File: src/rtl/turf_rxclk_pkg.sv
// ============================================================================
// turf_rxclk_pkg : RXCLK sequencer state encoding and phase constants
// Rev 1.0
// ============================================================================
`default_nettype none

package turf_rxclk_pkg;

   typedef enum logic [2:0] {
      ST_RESET     = 3'd0,
      ST_LOCK_WAIT = 3'd1,
      ST_IDLE      = 3'd2,
      ST_PS_EN     = 3'd3,
      ST_PS_WAIT   = 3'd4
   } rxclk_ctrl_state_t;

   // 8 VCO periods x 56 fine steps per RXCLK period
   localparam int RXCLK_PS_STEPS = 448;
   localparam int RXCLK_PHASE_W  = 9;

endpackage

`default_nettype wire

File: src/rtl/rxclk_lock_sync.sv
// ============================================================================
// rxclk_lock_sync : 2-FF synchronizer for the MMCM LOCKED output
// Rev 1.0
// ============================================================================
`default_nettype none

module rxclk_lock_sync (
   input  logic clk_i,
   input  logic rst_n_i,
   input  logic async_i,
   output logic sync_o
);

   (* ASYNC_REG = "TRUE" *) logic meta_q;
   (* ASYNC_REG = "TRUE" *) logic sync_q;

   always_ff @(posedge clk_i or negedge rst_n_i) begin
      if (!rst_n_i) begin
         meta_q <= 1'b0;
         sync_q <= 1'b0;
      end else begin
         meta_q <= async_i;
         sync_q <= meta_q;
      end
   end

   assign sync_o = sync_q;

endmodule

`default_nettype wire

File: src/rtl/turf_rxclk_ctrl.sv
// ============================================================================
// turf_rxclk_ctrl : RXCLK MMCM reset/lock bring-up and fine phase-shift sequencer
// Rev 1.0
// ============================================================================
`default_nettype none

module turf_rxclk_ctrl
   import turf_rxclk_pkg::*;
#(
   parameter int RST_CYCLES         = 64,
   parameter int LOCK_TIMEOUT       = 65536,
   parameter int PS_TIMEOUT         = 64,
   parameter int PS_STEPS_PER_CYCLE = RXCLK_PS_STEPS,
   parameter     AUTO_RELOCK        = "TRUE"
) (
   input  logic                     clk_i,
   input  logic                     rst_n_i,
   input  logic                     reset_req_i,
   input  logic                     ps_req_i,
   input  logic [15:0]              ps_steps_i,
   output logic                     ps_ack_o,
   input  logic                     err_clr_i,
   output logic                     mmcm_rst_o,
   input  logic                     mmcm_locked_i,
   output logic                     ps_en_o,
   input  logic                     ps_done_i,
   output logic                     ready_o,
   output logic                     busy_o,
   output logic [RXCLK_PHASE_W-1:0] phase_o,
   output logic                     lock_err_o,
   output logic                     ps_err_o
);

   localparam bit AUTO_RELOCK_EN = (AUTO_RELOCK == "TRUE");

   localparam int TIMER_MAX_A = (RST_CYCLES > PS_TIMEOUT) ? RST_CYCLES : PS_TIMEOUT;
   localparam int TIMER_MAX   = (LOCK_TIMEOUT > TIMER_MAX_A) ? LOCK_TIMEOUT : TIMER_MAX_A;
   localparam int TIMER_W     = $clog2(TIMER_MAX + 1);

   localparam logic [TIMER_W-1:0] RST_LAST  = TIMER_W'(RST_CYCLES - 1);
   localparam logic [TIMER_W-1:0] LOCK_LAST = TIMER_W'(LOCK_TIMEOUT - 1);
   localparam logic [TIMER_W-1:0] PS_LAST   = TIMER_W'(PS_TIMEOUT - 1);
   localparam logic [TIMER_W-1:0] TIMER_ONE = TIMER_W'(1);

   localparam logic [RXCLK_PHASE_W-1:0] PHASE_LAST = RXCLK_PHASE_W'(PS_STEPS_PER_CYCLE - 1);
   localparam logic [RXCLK_PHASE_W-1:0] PHASE_ONE  = RXCLK_PHASE_W'(1);

   rxclk_ctrl_state_t          state_q, state_d;
   logic [TIMER_W-1:0]         timer_q, timer_d;
   logic [15:0]                remaining_q, remaining_d;
   logic [RXCLK_PHASE_W-1:0]   phase_q, phase_d;
   logic                       ps_ack_q, ps_ack_d;
   logic                       lock_err_q, lock_err_d;
   logic                       ps_err_q, ps_err_d;
   logic                       locked_s;

   rxclk_lock_sync u_lock_sync (
      .clk_i   (clk_i),
      .rst_n_i (rst_n_i),
      .async_i (mmcm_locked_i),
      .sync_o  (locked_s)
   );

   always_comb begin
      state_d     = state_q;
      timer_d     = timer_q;
      remaining_d = remaining_q;
      phase_d     = phase_q;
      ps_ack_d    = 1'b0;
      // Clear is applied first so a same-cycle set below takes precedence
      lock_err_d  = lock_err_q & ~err_clr_i;
      ps_err_d    = ps_err_q & ~err_clr_i;

      case (state_q)
         ST_RESET: begin
            phase_d = '0;
            if (timer_q == RST_LAST) begin
               state_d = ST_LOCK_WAIT;
               timer_d = '0;
            end else begin
               timer_d = timer_q + TIMER_ONE;
            end
         end

         ST_LOCK_WAIT: begin
            if (locked_s) begin
               state_d = ST_IDLE;
               timer_d = '0;
            end else if (timer_q == LOCK_LAST) begin
               lock_err_d = 1'b1;
               state_d    = ST_RESET;
               timer_d    = '0;
            end else begin
               timer_d = timer_q + TIMER_ONE;
            end
         end

         ST_IDLE: begin
            if (reset_req_i) begin
               state_d = ST_RESET;
               timer_d = '0;
            end else if (!locked_s) begin
               lock_err_d = 1'b1;
               if (AUTO_RELOCK_EN) begin
                  state_d = ST_RESET;
                  timer_d = '0;
               end
            end else if (ps_req_i) begin
               remaining_d = ps_steps_i;
               if (ps_steps_i == 16'd0) begin
                  ps_ack_d = 1'b1;
               end else begin
                  state_d = ST_PS_EN;
               end
            end
         end

         ST_PS_EN: begin
            timer_d = '0;
            state_d = ST_PS_WAIT;
         end

         ST_PS_WAIT: begin
            if (ps_done_i) begin
               phase_d     = (phase_q == PHASE_LAST) ? '0 : phase_q + PHASE_ONE;
               remaining_d = remaining_q - 16'd1;
               if (remaining_q == 16'd1) begin
                  ps_ack_d = 1'b1;
                  state_d  = ST_IDLE;
               end else begin
                  state_d = ST_PS_EN;
               end
            end else if (timer_q == PS_LAST) begin
               ps_err_d = 1'b1;
               ps_ack_d = 1'b1;
               state_d  = ST_RESET;
               timer_d  = '0;
            end else begin
               timer_d = timer_q + TIMER_ONE;
            end
         end

         default: begin
            state_d = ST_RESET;
            timer_d = '0;
         end
      endcase
   end

   always_ff @(posedge clk_i or negedge rst_n_i) begin
      if (!rst_n_i) begin
         state_q     <= ST_RESET;
         timer_q     <= '0;
         remaining_q <= '0;
         phase_q     <= '0;
         ps_ack_q    <= 1'b0;
         lock_err_q  <= 1'b0;
         ps_err_q    <= 1'b0;
      end else begin
         state_q     <= state_d;
         timer_q     <= timer_d;
         remaining_q <= remaining_d;
         phase_q     <= phase_d;
         ps_ack_q    <= ps_ack_d;
         lock_err_q  <= lock_err_d;
         ps_err_q    <= ps_err_d;
      end
   end

   assign mmcm_rst_o = (state_q == ST_RESET);
   assign ps_en_o    = (state_q == ST_PS_EN);
   assign busy_o     = (state_q == ST_PS_EN) || (state_q == ST_PS_WAIT);
   assign ready_o    = (state_q == ST_IDLE) && locked_s;
   assign ps_ack_o   = ps_ack_q;
   assign phase_o    = phase_q;
   assign lock_err_o = lock_err_q;
   assign ps_err_o   = ps_err_q;

endmodule

`default_nettype wire

File: config.mk
export PLATFORM = sky130hd
export DESIGN_NAME = turf_rxclk_ctrl
export DESIGN_NICKNAME = d
export VERILOG_FILES = /design/src/rtl/turf_rxclk_pkg.sv /design/src/rtl/rxclk_lock_sync.sv /design/src/rtl/turf_rxclk_ctrl.sv
export SDC_FILE = /design/constraint.sdc
export NUM_CORES = 1
export LEC_CHECK = 0
export ABC_AREA = 1
export BUFFER_PORTS_ARGS = -buffer_cell sky130_fd_sc_hd__clkbuf_2
export CAP_MARGIN = 30
export CORE_MARGIN = 1.5
export CORE_UTILIZATION = 54
export DETAILED_ROUTE_END_ITERATION = 10
export HOLD_SLACK_MARGIN = 0.15
export PLACE_DENSITY = 0.83
export SYNTH_ARGS = -nofsm -noshare
export SYNTH_HDL_FRONTEND = slang
export SYNTH_SLANG_ARGS = --single-unit
File: constraint.sdc
create_clock -name clk_i -period 2.3 [get_ports clk_i]
set_clock_uncertainty 0.2 [all_clocks]
set_input_delay 0 -clock clk_i [delete_from_list [all_inputs] [get_ports clk_i]]
set_output_delay 0 -clock clk_i [all_outputs]
set_load 0.01 [all_outputs]
==> flow_metrics.py, run 1 <==
metrics = {
    "global_route": {
        "grt_pass1_vias": 2959,
        "antenna_found_initial": 0,
        "grt_max_degree": 31,
        "grt_pass1_wl_um": 13150,
        "grt.overflow.total": 0,
        "track_usage": 0.2594,
    },
    "final_layout": {
        "drive_above_1_share": 0.1600,
        "design_area_sq_um": 3896,
        "synthToLayoutAreaGrowth_pct": 21.07,
        "final_cell_mix": "nand2_1, inv_1, nor2_1",
        "layout_commonest_cell": "nand2_1",
        "layout.nets": 553,
        "antenna_cells": 0,
    },
    "sta": {
        "max_freq_mhz": 455.7,
        "tightest_slew_ns": 0.5391,
        "hold_viol": 0,
        "holdWs_ns": 0.1451,
        "layout_setup_ws_ns": 0.1054,
        "maxSlewViolCount": 0,
        "relSlewSlack": 0.6378,
        "layout_min_cycle_time_ns": 2.195,
        "fin_crit_sh": 0.9542,
        "setup_violations": 0,
    },
    "clock_network": {
        "clockRootBuffer": "clkbuf_8",
        "cts_sinks": 50,
        "cts_buffers": 5,
        "max-clock-path-buffers": 2,
        "cts_tree": "yes",
        "clk_latency_ns": 0.32,
        "htreeDepth": 2,
        "clk_pin_slew_ns": 0.10,
    },
    "run": {
        "drv_cap": 0,
    },
    "power": {
        "ir_drop_v": 0.0004273,
        "leakage_nw": 1.949,
        "p_per_area_nw_per_um2": 446.5,
        "finalPower_mw": 1.740,
    },
    "status": {
        "status": "complete, no violations",
    },
    "floorplanning": {
        "die_y_um": 80.20,
        "pin_count": 39,
        "die_x_um": 80.20,
        "dieArea_sq_um": 6431,
        "initial_utilization": 0.5704,
        "rows": 27,
        "core-area_sq_um": 5642,
    },
    "logic_synthesis": {
        "synth_top_area_cell": "dfrtp_1",
        "synth.area.top_cells": "dfrtp_1, nand2_1, inv_1",
        "async_flop_share": 1.000,
        "yosysUniqueCellTypes": 34,
        "synth_top_area_frac": 0.3888,
        "synth_fp_nets": 485,
        "synth_ff_type": "dfrtp_1",
        "ys.warnings.count": 0,
        "synth_edf_count": 0,
        "ys_seq_area_frac": 0.3888,
        "ys_ff_latch": 50,
        "synth_area_per_cell_sq_um": 7.057,
        "netlist_area_sq_um": 3218,
        "synthCells": 456,
    },
    "critical_path": {
        "critical_path_arrival_ns": 2.20,
        "end_kind": "register",
        "path_class": "reg2reg",
        "cp_max_fo": 5,
        "required_ns": 2.31,
        "reg2reg_from": "state_q[2]",
        "reg2reg_depth": 9,
        "r2r_end": "state_q[0]",
        "startpoint_type": "register",
        "regToRegSetupSlack_ns": 0.11,
    },
    "route": {
        "wl_per_cell_um": 13.19,
        "drc": 0,
        "post_drt_via_cell_ratio": 5.385,
        "vias": 3215,
        "routed_wl_um": 7877,
        "first_pass_iters": 5,
        "ant_nets": 0,
        "drt_iter0_markers": 264,
    },
    "hold_path": {
        "holdPathEnd": "u_lock_sync.sync_o",
        "worstHoldPathType": "reg2reg",
        "min_from": "u_lock_sync.meta_q",
        "min_path_cells": 0,
    },
    "placed_design": {
        "placement.setup.worst_slack_ns": -0.01389,
        "portBuffers": 38,
        "gp_congestion": 0.8864,
        "dp_hpwl_um": 5562,
        "dpl_cell_area_sq_um": 3466,
    },
}
[cells in the mapped netlist, types with 6 or more instances]
cell / n
ha_1: 6
a21oi_1: 9
o21ai_0: 21
nor2_1: 61
dfrtp_1: 50
nand2_1: 121
nor3_1: 9
xor2_1: 9
nor2_2: 7
o21ai_1: 15
nand3_1: 36
inv_1: 62
[critical path, stage by stage, from the launching register on]
cell and delay [ns]:
dfrtp_1 0.45, inv_2 0.11, nand3_2 0.16, nor2_4 0.22, nand3_1 0.10, dlygate4sd3_1 0.59, nand2_1 0.07, nor2_1 0.05
nand3_1 0.08, nand2_1 0.06
[flip-flops by register name, indices dropped and copies added, names as in the netlist, 3 cells and up]
name,flops
state_q,3
timer_q,17
phase_o,9
remaining_q,16
[metal layers]
| metal | track usage | share of wire | up-vias |
|---|---|---|---|
| li1 | - | - | 1579 |
| met1 | 0.3381 | 0.45 | 1495 |
| met2 | 0.4412 | 0.47 | 127 |
| met3 | 0.05000 | 0.064 | 14 |
| met4 | 0.06379 | 0.017 | 0 |
| met5 | 0 | 0 | - |
[per-stage QoR]
step	utilization	cells	TNS, ns
floorplan	-	456	0
global route	0.6906	597	-0.02060
global placement	0.6143	563	0
finish	0.6906	597	0
detailed placement	0.6143	563	-0.04136
CTS	0.6831	596	0
[timing repair]
action                                  4_1_cts  5_1_grt
pin swaps                                     0        1
setup buffers                                 0        1
hold buffers                                 25        0
hold endpoints to repair                     76        0
endpoints found under the setup margin        6       17
gates resized for setup                       1        7
[worst max path at each step]
stage          startpoint           to  slack, ns  cells after the start
3_5_place_dp   timer_q[0]  timer_q[12]      -0.01                     13
3_3_place_gp   timer_q[0]  timer_q[14]       0.09                     13
5_1_grt        timer_q[0]   timer_q[0]      -0.02                     13
6_report       state_q[2]   state_q[0]       0.11                      9
2_1_floorplan  timer_q[0]  timer_q[12]       0.27                     13
4_1_cts        timer_q[0]  timer_q[12]       0.03                     13
[cells by family after synthesis]
kind of cell / count (synthesis) / synth area share
buffers and inverters: 76 / 0.1023
DFF: 50 / 0.3888
xor gates and xnor gates: 11 / 0.02994
adders and majority gates: 6 / 0.02333
and+or+nand+nor: 256 / 0.3581
AOI/OAI and AO/OA: 57 / 0.09759
[where the power goes]
group          internal, mW  switching [mW]  total [mW]
clock                 0.436           0.319       0.755
combinational        0.0505          0.0491      0.0996
sequential            0.882         0.00283       0.885
[final cells by class]
type	instances	area, sq um
inverter	67	254.0
timing repair buffer	70	493.0
sequential	50	1251
clock inverter	3	68.82
clock buffer	5	68.82
fill	452	1745
tap	72	90.09
multi-input combinational	330	1670
(Power assumes the default switching activity.)
==> inputs of run 2 (changes only) <==
==> constraint.sdc (replaced) <==
create_clock -name clk_i -period 2.3 [get_ports clk_i]
set_clock_uncertainty 0.2 [all_clocks]
set_input_delay 0.115 -clock clk_i [delete_from_list [all_inputs] [get_ports clk_i]]
set_output_delay 0.115 -clock clk_i [all_outputs]
set_load 0.01 [all_outputs]
==> run 2 against run 1 <==
Against the previous run:
- wire length is 3.0% lower
- setup slack worse by 0.031 ns
- die area stayed put
- flip-flop and latch count stayed put
- combinational power is 2.3% lower
- global-route usage is 0.38 points lower
- utilization is 0.11 points lower
- critical path type unchanged
==> flow_metrics.py, run 2 (synthesis results as in run 1) <==
metrics = {
    "placed_design": {
        "dp_hpwl_um": 5450,
        "portBuffers": 38,
        "gp_congestion": 0.9263,
    },
    "power": {
        "switching_share": 0.2131,
        "finalPower_mw": 1.738,
        "internal-power_mw": 1.367,
        "leakage_nw": 1.949,
        "power_frac_comb": 0.056,
        "p_seq_frac": 0.509,
        "p_per_area_nw_per_um2": 446.7,
        "clkPwrFrac": 0.435,
        "net-switching-power_mw": 0.3703,
        "ir_drop_v": 0.0004222,
    },
    "critical_path": {
        "reg2reg_depth": 7,
        "path_cells": "ha_1, nand2_2, nor3_4, nand3_2, or2_4, nand2_1, dlygate4sd3_1",
        "reg2reg_from": "timer_q[0]",
        "slowest_stage": "dlygate4sd3_1",
        "critical_path_arrival_ns": 2.27,
        "path_class": "reg2reg",
        "path_buf_inv": 1,
        "cp_top_family": "simple AND/OR/NAND/NOR gates",
        "crit_path_end": "ps_err_o",
        "cp.depth": 7,
        "crit_path_start": "timer_q[0]",
        "end_kind": "register",
        "required_ns": 2.35,
        "regToRegSetupSlack_ns": 0.07,
        "startpoint_type": "register",
        "cp_max_fo": 4,
        "r2r_end": "ps_err_o",
        "cpPeakStageDelay_ns": 0.54,
    },
    "global_route": {
        "track_usage": 0.2557,
        "grt_pass1_wl_um": 12810,
        "antenna_found_initial": 0,
        "grt.overflow.total": 0,
        "grt_max_degree": 28,
        "grt_pass1_vias": 2869,
    },
    "run": {
        "drv_cap": 0,
    },
    "final_layout": {
        "final_cell_mix": "nand2_1, inv_1, nor2_1",
        "layout_commonest_cell": "nand2_1",
        "layout.nets": 550,
        "regMostFlops": "timer_q",
        "synthToLayoutAreaGrowth_pct": 20.88,
        "largest_reg_flops": 17,
        "final_core_util": 0.6895,
        "antenna_cells": 0,
        "drive_above_1_share": 0.1609,
    },
    "floorplanning": {
        "initial_utilization": 0.5704,
        "die_x_um": 80.20,
        "core-area_sq_um": 5642,
        "pin_count": 39,
        "dieArea_sq_um": 6431,
        "die_y_um": 80.20,
        "rows": 27,
    },
    "clock_network": {
        "clk_latency_ns": 0.32,
        "max-clock-path-buffers": 2,
        "clk_pin_slew_ns": 0.10,
        "cts_sinks": 50,
        "cts_tree": "yes",
        "cts_buffers": 5,
        "htreeDepth": 2,
        "clockRootBuffer": "clkbuf_8",
    },
    "route": {
        "drt_iter0_markers": 204,
        "first_pass_iters": 5,
        "vias": 3169,
        "drc": 0,
        "wl_per_cell_um": 12.87,
        "post_drt_via_cell_ratio": 5.335,
        "routed_wl_um": 7642,
        "ant_nets": 0,
    },
    "sta": {
        "setup_violations": 0,
        "relSlewSlack": 0.5766,
        "maxSlewViolCount": 0,
        "fin_crit_sh": 0.9676,
        "max_freq_mhz": 449.3,
        "tightest_slew_ns": 0.6352,
        "hold_viol": 0,
        "layout_min_cycle_time_ns": 2.226,
    },
    "status": {
        "status": "complete, no violations",
    },
    "hold_path": {
        "worstHoldPathType": "in2async",
    },
}
==> run 2: worst min-delay path by stage <==
stage / from / to / cells after the start
3_3_place_gp: rst_n_i / remaining_q[11] / 1
2_1_floorplan: rst_n_i / lock_err_o / 0
5_1_grt: u_lock_sync.meta_q / u_lock_sync.sync_o / 0
6_report: rst_n_i / remaining_q[11] / 2
4_1_cts: rst_n_i / remaining_q[11] / 2
3_5_place_dp: rst_n_i / remaining_q[11] / 1
==> run 2: routing by layer <==
layer,share of wire,wire length [um],global-route usage,vias to the layer above
li1,-,-,-,1566
met1,0.46,3536,0.3417,1489
met2,0.47,3588,0.4227,107
met3,0.057,437,0.04886,7
met4,0.010,80,0.06897,0
met5,0,0,0,-
==> run 2: power groups by stage <==
stage | sequential, mW | combinational [mW] | clock [mW]
3_3_place_gp | 0.902 | 0.0657 | 0
2_1_floorplan | 0.901 | 0.0189 | 0
6_report | 0.885 | 0.0973 | 0.756
3_5_place_dp | 0.902 | 0.0672 | 0
4_1_cts | 0.884 | 0.0969 | 0.765
5_1_grt | 0.885 | 0.109 | 0.797
==> run 2: through the flow <==
stage	std cells	area (sq um)	setup TNS (ns)	hold slack (ns)	worst slack [ns]
2_1_floorplan	456	3218	0	-0.3806	0.2704
3_3_place_gp	562	3471	0	-0.04274	0.09215
3_5_place_dp	562	3471	0	-0.03520	0.02240
4_1_cts	593	3839	0	0.1581	0.01514
5_1_grt	594	3890	-0.009271	0.1799	-0.009271
6_report	594	3890	0	0.1344	0.07449
==> run 2: layout make-up <==
class                      instances  area [sq um]
inverter                          67         251.5
fill                             452          1752
sequential                        50          1251
tap                               72         90.09
clock inverter                     3         68.82
timing repair buffer              67         478.0
multi-input combinational        330          1682
clock buffer                       5         68.82
==> run 2: repair_timing <==
item | CTS | global route
buffers inserted | 0 | 1
setup endpoints to repair | 0 | 17
hold endpoints to repair | 72 | 0
gates resized for setup | 0 | 10
hold buffers | 23 | 0
==> inputs of run 3 (changes only) <==
Settings changed: PLACE_DENSITY 0.83 to default, PLACE_DENSITY_LB_ADDON from default to 0.2.
==> run 3 against run 2 <==
Against the previous run:
- utilization down 1.3 points
- sequential share of layout area rose by 0.62 points
- critical path depth rose by 6
- flip-flop and latch count is the same
- worst hold slack better by 0.025 ns
- fmax up 4.7%
==> flow_metrics.py, run 3 (synthesis results as in run 1) <==
metrics = {
    "route": {
        "ant_nets": 0,
        "first_pass_iters": 5,
        "post_drt_via_cell_ratio": 5.205,
        "wl_per_cell_um": 12.29,
        "drt_iter0_markers": 202,
        "vias": 3071,
        "drc": 0,
        "routed_wl_um": 7254,
    },
    "critical_path": {
        "required_ns": 2.33,
        "slowest_stage": "dfrtp_1",
        "regToRegSetupSlack_ns": 0.17,
        "path_cells": "ha_1, nand2_1, nor2_1, nand2_1, inv_1, nand4_1, inv_1, ha_1, inv_1, nand3_4, nand2_4, nand2_1, o21ai_1",
        "startpoint_type": "register",
        "critical_path_arrival_ns": 2.15,
        "end_kind": "register",
        "reg2reg_depth": 13,
        "cpPeakStageDelay_ns": 0.42,
        "r2r_end": "timer_q[0]",
        "reg2reg_from": "timer_q[0]",
        "crit_path_start": "timer_q[0]",
        "crit_path_end": "timer_q[0]",
        "path_class": "reg2reg",
        "cp_max_fo": 6,
    },
    "global_route": {
        "grt_max_degree": 51,
        "gr-usage-met3": 0.04205,
        "globalRouteMet2Util": 0.4092,
        "grt_use_met1": 0.3386,
        "track_usage": 0.2455,
        "grt.overflow.total": 0,
        "antenna_found_initial": 0,
        "grt_pass1_wl_um": 12530,
        "grt_pass1_vias": 2854,
        "grt_busiest_layer": "met2",
    },
    "final_layout": {
        "fin_cells": 590,
        "antenna_cells": 0,
        "synthToLayoutAreaGrowth_pct": 18.58,
        "largest_reg_flops": 17,
        "drive_above_1_share": 0.1525,
        "nFillCells": 478,
        "regMostFlops": "timer_q",
        "layout.nets": 547,
        "design_area_sq_um": 3816,
        "final_cell_mix": "nand2_1, inv_1, nor2_1",
        "layout_commonest_cell": "nand2_1",
    },
    "sta": {
        "max_freq_mhz": 470.4,
        "tightest_slew_ns": 0.6420,
        "holdWs_ns": 0.1592,
        "maxSlewViolCount": 0,
        "fin_crit_sh": 0.9243,
        "relSlewSlack": 0.5720,
        "finalSetupTns_ns": 0,
        "grt_setup_unrepaired": "false",
        "layout_min_cycle_time_ns": 2.126,
        "hold_viol": 0,
        "setup_violations": 0,
    },
    "placed_design": {
        "dp_hpwl_um": 5173,
        "dpl_cell_area_sq_um": 3451,
        "gp_congestion": 0.9104,
        "dp_cells": 561,
        "portBuffers": 38,
    },
    "floorplanning": {
        "pin_count": 39,
        "rows": 27,
        "die_x_um": 80.20,
        "initial_utilization": 0.5704,
        "core-area_sq_um": 5642,
        "dieArea_sq_um": 6431,
        "die_y_um": 80.20,
    },
    "clock_network": {
        "clk_latency_ns": 0.31,
        "clockRootBuffer": "clkbuf_8",
        "max-clock-path-buffers": 2,
        "cts_buffers": 5,
        "cts_tree": "yes",
        "cts_sinks": 50,
        "htreeDepth": 2,
        "clk_pin_slew_ns": 0.09,
    },
    "power": {
        "finalPower_mw": 1.625,
        "leakage_nw": 1.913,
        "ir_drop_v": 0.0003224,
        "p_per_area_nw_per_um2": 425.7,
    },
    "run": {
        "drv_cap": 0,
    },
    "status": {
        "status": "complete, no violations",
    },
    "hold_path": {
        "worstHoldPathType": "reg2reg",
    },
}
==> run 3: routing by layer <==
layer  part of all wire  wire length [um]
met4             0.0069                50
met2               0.46              3371
met5                  0                 0
met1               0.48              3480
met3              0.048               351
==> run 3: metrics by stage <==
step,utilization,setup slack (ns)
2_1_floorplan,-,0.2704
3_3_place_gp,0.6117,0.1208
3_5_place_dp,0.6117,0.03194
4_1_cts,0.6707,0.007962
5_1_grt,0.6764,0.002960
6_report,0.6764,0.1742
==> run 3: worst min-delay path by stage <==
stage	cells after the start	endpoint	start
6_report	0	u_lock_sync.sync_o	u_lock_sync.meta_q
5_1_grt	0	u_lock_sync.sync_o	u_lock_sync.meta_q
4_1_cts	0	u_lock_sync.sync_o	u_lock_sync.meta_q
3_5_place_dp	1	u_lock_sync.meta_q	mmcm_locked_i
3_3_place_gp	1	u_lock_sync.meta_q	mmcm_locked_i
2_1_floorplan	0	lock_err_o	rst_n_i
==> run 3: layout make-up <==
class / instances / area [sq um] / area share
clock buffers: 6 / 82.58 / 0.02164
flip-flops and latches: 50 / 1251 / 0.3279
clock inverters: 1 / 30.03 / 0.007869
well taps: 72 / 90.09 / 0.02361
repair buffers: 64 / 440.4 / 0.1154
inverters: 67 / 254.0 / 0.06656
multi-input cells: 330 / 1668 / 0.4370
==> run 3: power by group <==
group          total, mW  internal [mW]  switching (mW)
registers          0.884          0.882         0.00248
logic             0.0922         0.0471          0.0451
clock network      0.648          0.348           0.300
==> run 3: critical path: cells and delay by family (launching register included) <==
kind | cells | cell delay [ns]
simple gates | 7 | 0.65
flops | 1 | 0.42
fa+ha+maj | 2 | 0.40
buf+inv | 3 | 0.23
compound gates | 1 | 0.15
==> run 3: timing repair <==
action / CTS / global route
setup endpoints to repair: 0 / 19
buffers inserted: 0 / 0
endpoints found under the hold margin: 72 / 0
hold buffers: 22 / 0
resized for setup: 0 / 7
